==> config.mk <==
export PLATFORM = sky130hd
export DESIGN_NAME = vgachargen_mem_arb
export DESIGN_NICKNAME = d
export VERILOG_FILES = /design/src/rtl/vgachargen_mem_arb.sv
export SDC_FILE = /design/constraint.sdc
export NUM_CORES = 1
export LEC_CHECK = 0
export CAP_MARGIN = 15
export CORE_AREA = 2 2 242 244
export CTS_CLUSTER_DIAMETER = 60
export DETAILED_ROUTE_END_ITERATION = 7
export DIE_AREA = 0 0 244 246
export PLACE_DENSITY = 0.3
export SYNTH_ARGS = -nofsm -noshare
export SYNTH_HDL_FRONTEND = slang
export SYNTH_SLANG_ARGS = --single-unit
==> constraint.sdc <==
create_clock -name clk_i -period 3.3 [get_ports clk_i]
set_input_delay 0.66 -clock clk_i [delete_from_list [all_inputs] [get_ports clk_i]]
set_output_delay 0.66 -clock clk_i [all_outputs]
set_load 0.03 [all_outputs]
==> src/rtl/vgachargen_mem_arb.sv <==
// vgachargen_mem_arb: arbitrates port A of the character-generator memories
// (ch_map, col_map, ch_t_rw) between a host request channel and an optional
// screen-fill engine.
//
// Host channel : host_valid_i/host_ready_o handshake, we/sel/addr/wdata in,
//                rsp_valid_o/rsp_err_o/rsp_rdata_o one cycle after acceptance.
// Fill engine  : fill_start_i latches fill_char_i/fill_col_i and writes every
//                cell of ch_map and col_map together; fill_busy_o, fill_done_o.
// Memory port A: *_addr_o/*_data_o/*_wen_o per memory, *_rdata_i returned
//                with one cycle of latency.
//
// Build option : define VGACHARGEN_MEM_ARB_FILL_EN to include the fill FSM and
//                the round-robin arbiter; otherwise the host always owns port A.
module vgachargen_mem_arb #(
  parameter int unsigned CELLS     = 2400,
  parameter int unsigned CH_MAP_DW = 9,
  parameter int unsigned COL_DW    = 8,
  parameter int unsigned CH_T_AW   = 8,
  parameter int unsigned CH_T_DW   = 128
) (
  input  logic                 clk_i,
  input  logic                 arstn_i,
  // host request/response
  input  logic                 host_valid_i,
  output logic                 host_ready_o,
  input  logic                 host_we_i,
  input  logic [1:0]           host_sel_i,
  input  logic [11:0]          host_addr_i,
  input  logic [CH_T_DW-1:0]   host_wdata_i,
  output logic                 rsp_valid_o,
  output logic                 rsp_err_o,
  output logic [CH_T_DW-1:0]   rsp_rdata_o,
  // screen fill
  input  logic                 fill_start_i,
  input  logic [CH_MAP_DW-1:0] fill_char_i,
  input  logic [COL_DW-1:0]    fill_col_i,
  output logic                 fill_busy_o,
  output logic                 fill_done_o,
  // memory port A
  output logic [11:0]          ch_map_addr_o,
  output logic [CH_MAP_DW-1:0] ch_map_data_o,
  output logic                 ch_map_wen_o,
  input  logic [CH_MAP_DW-1:0] ch_map_rdata_i,
  output logic [11:0]          col_map_addr_o,
  output logic [COL_DW-1:0]    col_map_data_o,
  output logic                 col_map_wen_o,
  input  logic [COL_DW-1:0]    col_map_rdata_i,
  output logic [CH_T_AW-1:0]   ch_t_rw_addr_o,
  output logic [CH_T_DW-1:0]   ch_t_rw_data_o,
  output logic                 ch_t_rw_wen_o,
  input  logic [CH_T_DW-1:0]   ch_t_rw_rdata_i
);

  localparam logic [1:0] SelChMap  = 2'd0;
  localparam logic [1:0] SelColMap = 2'd1;
  localparam logic [1:0] SelChT    = 2'd2;
  localparam logic [1:0] SelRsvd   = 2'd3;

  logic                 host_gnt;
  logic                 fill_gnt;
  logic                 host_err;
  logic [11:0]          fill_cnt;
  logic [CH_MAP_DW-1:0] fill_char;
  logic [COL_DW-1:0]    fill_col;

  // Reserved target, or a map access beyond the last cell.
  always_comb begin
    host_err = 1'b0;
    if (host_sel_i == SelRsvd) begin
      host_err = 1'b1;
    end else if (host_sel_i != SelChT) begin
      host_err = ({20'd0, host_addr_i} >= CELLS);
    end
  end

`ifdef VGACHARGEN_MEM_ARB_FILL_EN

  localparam logic [11:0] LastCell = 12'(CELLS - 1);

  typedef enum logic {StIdle, StFill} state_e;

  state_e               state_q, state_d;
  logic [11:0]          cnt_q, cnt_d;
  logic [CH_MAP_DW-1:0] char_q, char_d;
  logic [COL_DW-1:0]    col_q, col_d;
  logic                 last_fill_q, last_fill_d;  // 1: fill was granted last
  logic                 fill_req;
  logic                 done;

  assign fill_req = (state_q == StFill);

  // Round robin: on contention the requester not granted last wins. The host
  // is held off while reset is asserted so no write escapes during reset.
  assign host_gnt = arstn_i & host_valid_i & (~fill_req | last_fill_q);
  assign fill_gnt = fill_req & ~(host_valid_i & last_fill_q);

  always_comb begin
    state_d     = state_q;
    cnt_d       = cnt_q;
    char_d      = char_q;
    col_d       = col_q;
    last_fill_d = last_fill_q;
    done        = 1'b0;

    if (host_gnt) begin
      last_fill_d = 1'b0;
    end else if (fill_gnt) begin
      last_fill_d = 1'b1;
    end

    unique case (state_q)
      StIdle: begin
        if (fill_start_i) begin
          state_d = StFill;
          cnt_d   = '0;
          char_d  = fill_char_i;
          col_d   = fill_col_i;
        end
      end
      StFill: begin
        if (fill_gnt) begin
          if (cnt_q == LastCell) begin
            state_d = StIdle;
            cnt_d   = '0;
            done    = 1'b1;
          end else begin
            cnt_d = cnt_q + 12'd1;
          end
        end
      end
      default: state_d = StIdle;
    endcase
  end

  always_ff @(posedge clk_i or negedge arstn_i) begin
    if (!arstn_i) begin
      state_q     <= StIdle;
      cnt_q       <= '0;
      char_q      <= '0;
      col_q       <= '0;
      last_fill_q <= 1'b1;
    end else begin
      state_q     <= state_d;
      cnt_q       <= cnt_d;
      char_q      <= char_d;
      col_q       <= col_d;
      last_fill_q <= last_fill_d;
    end
  end

  assign fill_cnt    = cnt_q;
  assign fill_char   = char_q;
  assign fill_col    = col_q;
  assign fill_busy_o = fill_req;
  assign fill_done_o = done;

`else

  logic unused_fill;
  assign unused_fill = ^{fill_start_i, fill_char_i, fill_col_i};

  assign host_gnt    = arstn_i & host_valid_i;
  assign fill_gnt    = 1'b0;
  assign fill_cnt    = '0;
  assign fill_char   = '0;
  assign fill_col    = '0;
  assign fill_busy_o = 1'b0;
  assign fill_done_o = 1'b0;

`endif

  assign host_ready_o = host_gnt;

  // Port A steering: the fill owns both maps in its grant cycles.
  always_comb begin
    ch_map_addr_o  = fill_gnt ? fill_cnt : host_addr_i;
    ch_map_data_o  = fill_gnt ? fill_char : host_wdata_i[CH_MAP_DW-1:0];
    ch_map_wen_o   = fill_gnt |
                     (host_gnt & host_we_i & ~host_err & (host_sel_i == SelChMap));
    col_map_addr_o = fill_gnt ? fill_cnt : host_addr_i;
    col_map_data_o = fill_gnt ? fill_col : host_wdata_i[COL_DW-1:0];
    col_map_wen_o  = fill_gnt |
                     (host_gnt & host_we_i & ~host_err & (host_sel_i == SelColMap));
    ch_t_rw_addr_o = host_addr_i[CH_T_AW-1:0];
    ch_t_rw_data_o = host_wdata_i;
    ch_t_rw_wen_o  = host_gnt & host_we_i & (host_sel_i == SelChT);
  end

  // Response stage lines up with the one-cycle BRAM read latency.
  logic       rsp_valid_q;
  logic       rsp_err_q;
  logic       rsp_rd_q;
  logic [1:0] rsp_sel_q;

  always_ff @(posedge clk_i or negedge arstn_i) begin
    if (!arstn_i) begin
      rsp_valid_q <= 1'b0;
      rsp_err_q   <= 1'b0;
      rsp_rd_q    <= 1'b0;
      rsp_sel_q   <= '0;
    end else begin
      rsp_valid_q <= host_gnt;
      rsp_err_q   <= host_gnt & host_err;
      rsp_rd_q    <= host_gnt & ~host_we_i & ~host_err;
      rsp_sel_q   <= host_sel_i;
    end
  end

  always_comb begin
    rsp_rdata_o = '0;
    if (rsp_valid_q && rsp_rd_q) begin
      unique case (rsp_sel_q)
        SelChMap:  rsp_rdata_o[CH_MAP_DW-1:0] = ch_map_rdata_i;
        SelColMap: rsp_rdata_o[COL_DW-1:0]    = col_map_rdata_i;
        SelChT:    rsp_rdata_o                = ch_t_rw_rdata_i;
        default:   rsp_rdata_o                = '0;
      endcase
    end
  end

  assign rsp_valid_o = rsp_valid_q;
  assign rsp_err_o   = rsp_err_q;

endmodule

==> results of run 1 <==
## area by class of cell
type,instances,area [µm²],area share (%)
Inverter,3,11.3,0.211
Multi-Input combinational cell,171,1070,19.9
Timing Repair Buffer,313,3110,58.1
Clock buffer,4,78.8,1.47
Sequential cell,5,125,2.34
Tap cell,765,957,17.9
## layout by cell type (no fill, tap or decap), types with 2 or more instances in the layout
master           count
buf_12               7
a21oi_1              9
clkbuf_16            3
clkdlybuf4s50_1    268
dfrtp_1              5
and2_1             119
inv_1                3
nand2_1             12
nor3_1               4
buf_4               38
mux2i_1              9
conb_1               2
or2_0                8
## state kept, by name, indices dropped and copies added, names as in the netlist
register     cells
rsp_valid_o      1
rsp_rd_q         1
rsp_sel_q        2
rsp_err_o        1
## how the worst max path moves through the flow
stage	cells past startpoint	from	to
final	5	ch_map_rdata_i[1]	rsp_rdata_o[1]
after global routing	5	rsp_valid_o$_DFF_PN0_	rsp_rdata_o[17]
after CTS	5	rsp_valid_o$_DFF_PN0_	rsp_rdata_o[17]
after detailed placement	5	col_map_rdata_i[1]	rsp_rdata_o[1]
after global placement	5	col_map_rdata_i[2]	rsp_rdata_o[2]
after floorplan	3	host_addr_i[10]	ch_map_wen_o
## power by group
part	switching [µW]	internal [µW]
Clock	36.5	160
Sequential	1.44	64.6
Combinational	93.9	203
## per-stage QoR
| stage | setup WS (ns) | instance area (µm²) | hold WS [ns] |
|---|---|---|---|
| CTS | 0.312 | 5350 | 0.757 |
| finish | 0.371 | 5350 | 0.757 |
| global placement | 0.383 | 5270 | 0.988 |
| detailed placement | 0.376 | 5270 | 0.994 |
| global route | 0.220 | 5350 | 0.758 |
| floorplan | 1.02 | 2630 | 0.364 |
## metal layers
metal  up-vias  track usage [%]  share of wire [%]
met1      1098             3.82                 34
li1       1199                -                  -
met3        23             3.55                 22
met5         -            0.408               0.26
met2       386             5.54                 43
met4         2            0.681                1.0
## cells by family after synthesis
logic type / after synthesis / synth area share, %
DFF: 5 / 4.77
AOI/OAI and AO/OA: 13 / 2.76
buffers and inverters: 198 / 55.0
muxes: 9 / 3.43
and+or+nand+nor: 147 / 33.9
other: 1 / 0.143
==> reports/results.ini, run 1 <==
[run_status]
status=finished, final reports clean

[placement]
place.gp.congestion=0.690
dp_cells=1257
port_buffers=308
dp_hpwl_mm=11.0

[clock_tree]
post_cts_buffers=0
root_buffer=clkbuf_16
cts_tree=done
cts.clk_slew.worst_paths_ns=0.03
clk_path_buf_depth=2
htreeDepth=1
cts_buffers=3
hold_buffers=0
clkSinkCount=5
post_cts_resized=0

[grt]
grt_max_degree=120
grt_pass1_vias=2811
overflow=0
grtUsageTotal_pct=3.74
antenna_found_initial=0
grt_pass1_wl_mm=17.1

[finish]
layout-drive-gt1-share_pct=9.88
nFillCells=6661
stdcell_count=1261
fin_util_pct=9.32
syn2layout_area_growth_pct=104
finalNetCount=806
antenna_cells=0

[critical_path]
cpMaxStageDelayCell=clkdlybuf4s50_1
path_common_cell=clkdlybuf4s50_1
crit_type=primary input to output pin
cp_slowest_stage_delay_ns=0.72
cp_data_arrival_time_ns=2.27
worst-path-buf-inv=2
worstPathMaxFanout=1
cp-start-kind=primary input
crit_path_end_kind=output pin
critical_path.top_delay_family=buffers and inverters
path_cells=clkdlybuf4s50_1 > mux2i_1 > or2_0 > a21oi_1 > clkdlybuf4s50_1
cp.required_ns=2.64

[timing]
setup_viol=0
layout_min_cycle_time_ns=2.93
fin_crit_sh_pct=88.7
hold_violations=0
slew_headroom_pct=60.2
max_freq_mhz=341
setup_tns_ns=0
drv_slew=0
worstMarginPinSlew_ns=0.594
rsz0062_at_grt=false

[pwr]
finalPower_uw=559
power_density_nw_per_um2=105
power_leakage_uw=0.00186
vdd_drop_max_uv=116

[drt]
viasPerCell=2.15
drc_errors=0
first_pass_iters=4
vias=2708
wl_mm=12.9
wl_per_cell_um=10.3
drt-initial-drc-count=43
final_antenna_net_count=0

[die]
core_area_um2=57400
fp.dieArea_um2=60000
boundaryPins=622
die_y_um=246
placementRows=88
die_x_um=244
start_util_pct=4.58

[logic_synthesis]
syn-cell-area_um2=2630
ys_types=22
syn_avg_cell_area_um2=7.04
post-synth-top-area-cell=buf_4
post-synth-top-count-cell=buf_4
synthCells=373
synth_seq_area_share_pct=4.77
yosys_warnings=0
async_flop_share_pct=100
yosys-top-cells-area=buf_4, and2_1, dfrtp_1
ys_ff_latch=5
synthFlopType=dfrtp_1
synth_common_cells=buf_4, and2_1, nand2_1
synth_edf_count=0
yosys.area.top_type_share_pct=51.8

[min_path]
hold_class=primary input to asynchronous set/reset pin

[flow_run]
cap_viol_max_count=0

Note: power is estimated with default switching activity, not from simulation.
==> run 2, diff against run 1 <==
--- a/config.mk
+++ b/config.mk
@@ -5,12 +5,15 @@
 export SDC_FILE = /design/constraint.sdc
 export NUM_CORES = 1
 export LEC_CHECK = 0
+export ABC_CLOCK_PERIOD_IN_PS = 3300
 export CAP_MARGIN = 15
 export CORE_AREA = 2 2 242 244
 export CTS_CLUSTER_DIAMETER = 60
 export DETAILED_ROUTE_END_ITERATION = 7
 export DIE_AREA = 0 0 244 246
 export PLACE_DENSITY = 0.3
+export SKIP_LAST_GASP = 1
+export SLEW_MARGIN = 20
 export SYNTH_ARGS = -nofsm -noshare
 export SYNTH_HDL_FRONTEND = slang
 export SYNTH_SLANG_ARGS = --single-unit
==> results of run 2 <==
No change in the layout: final DEF, timing and power equal those of run 1.
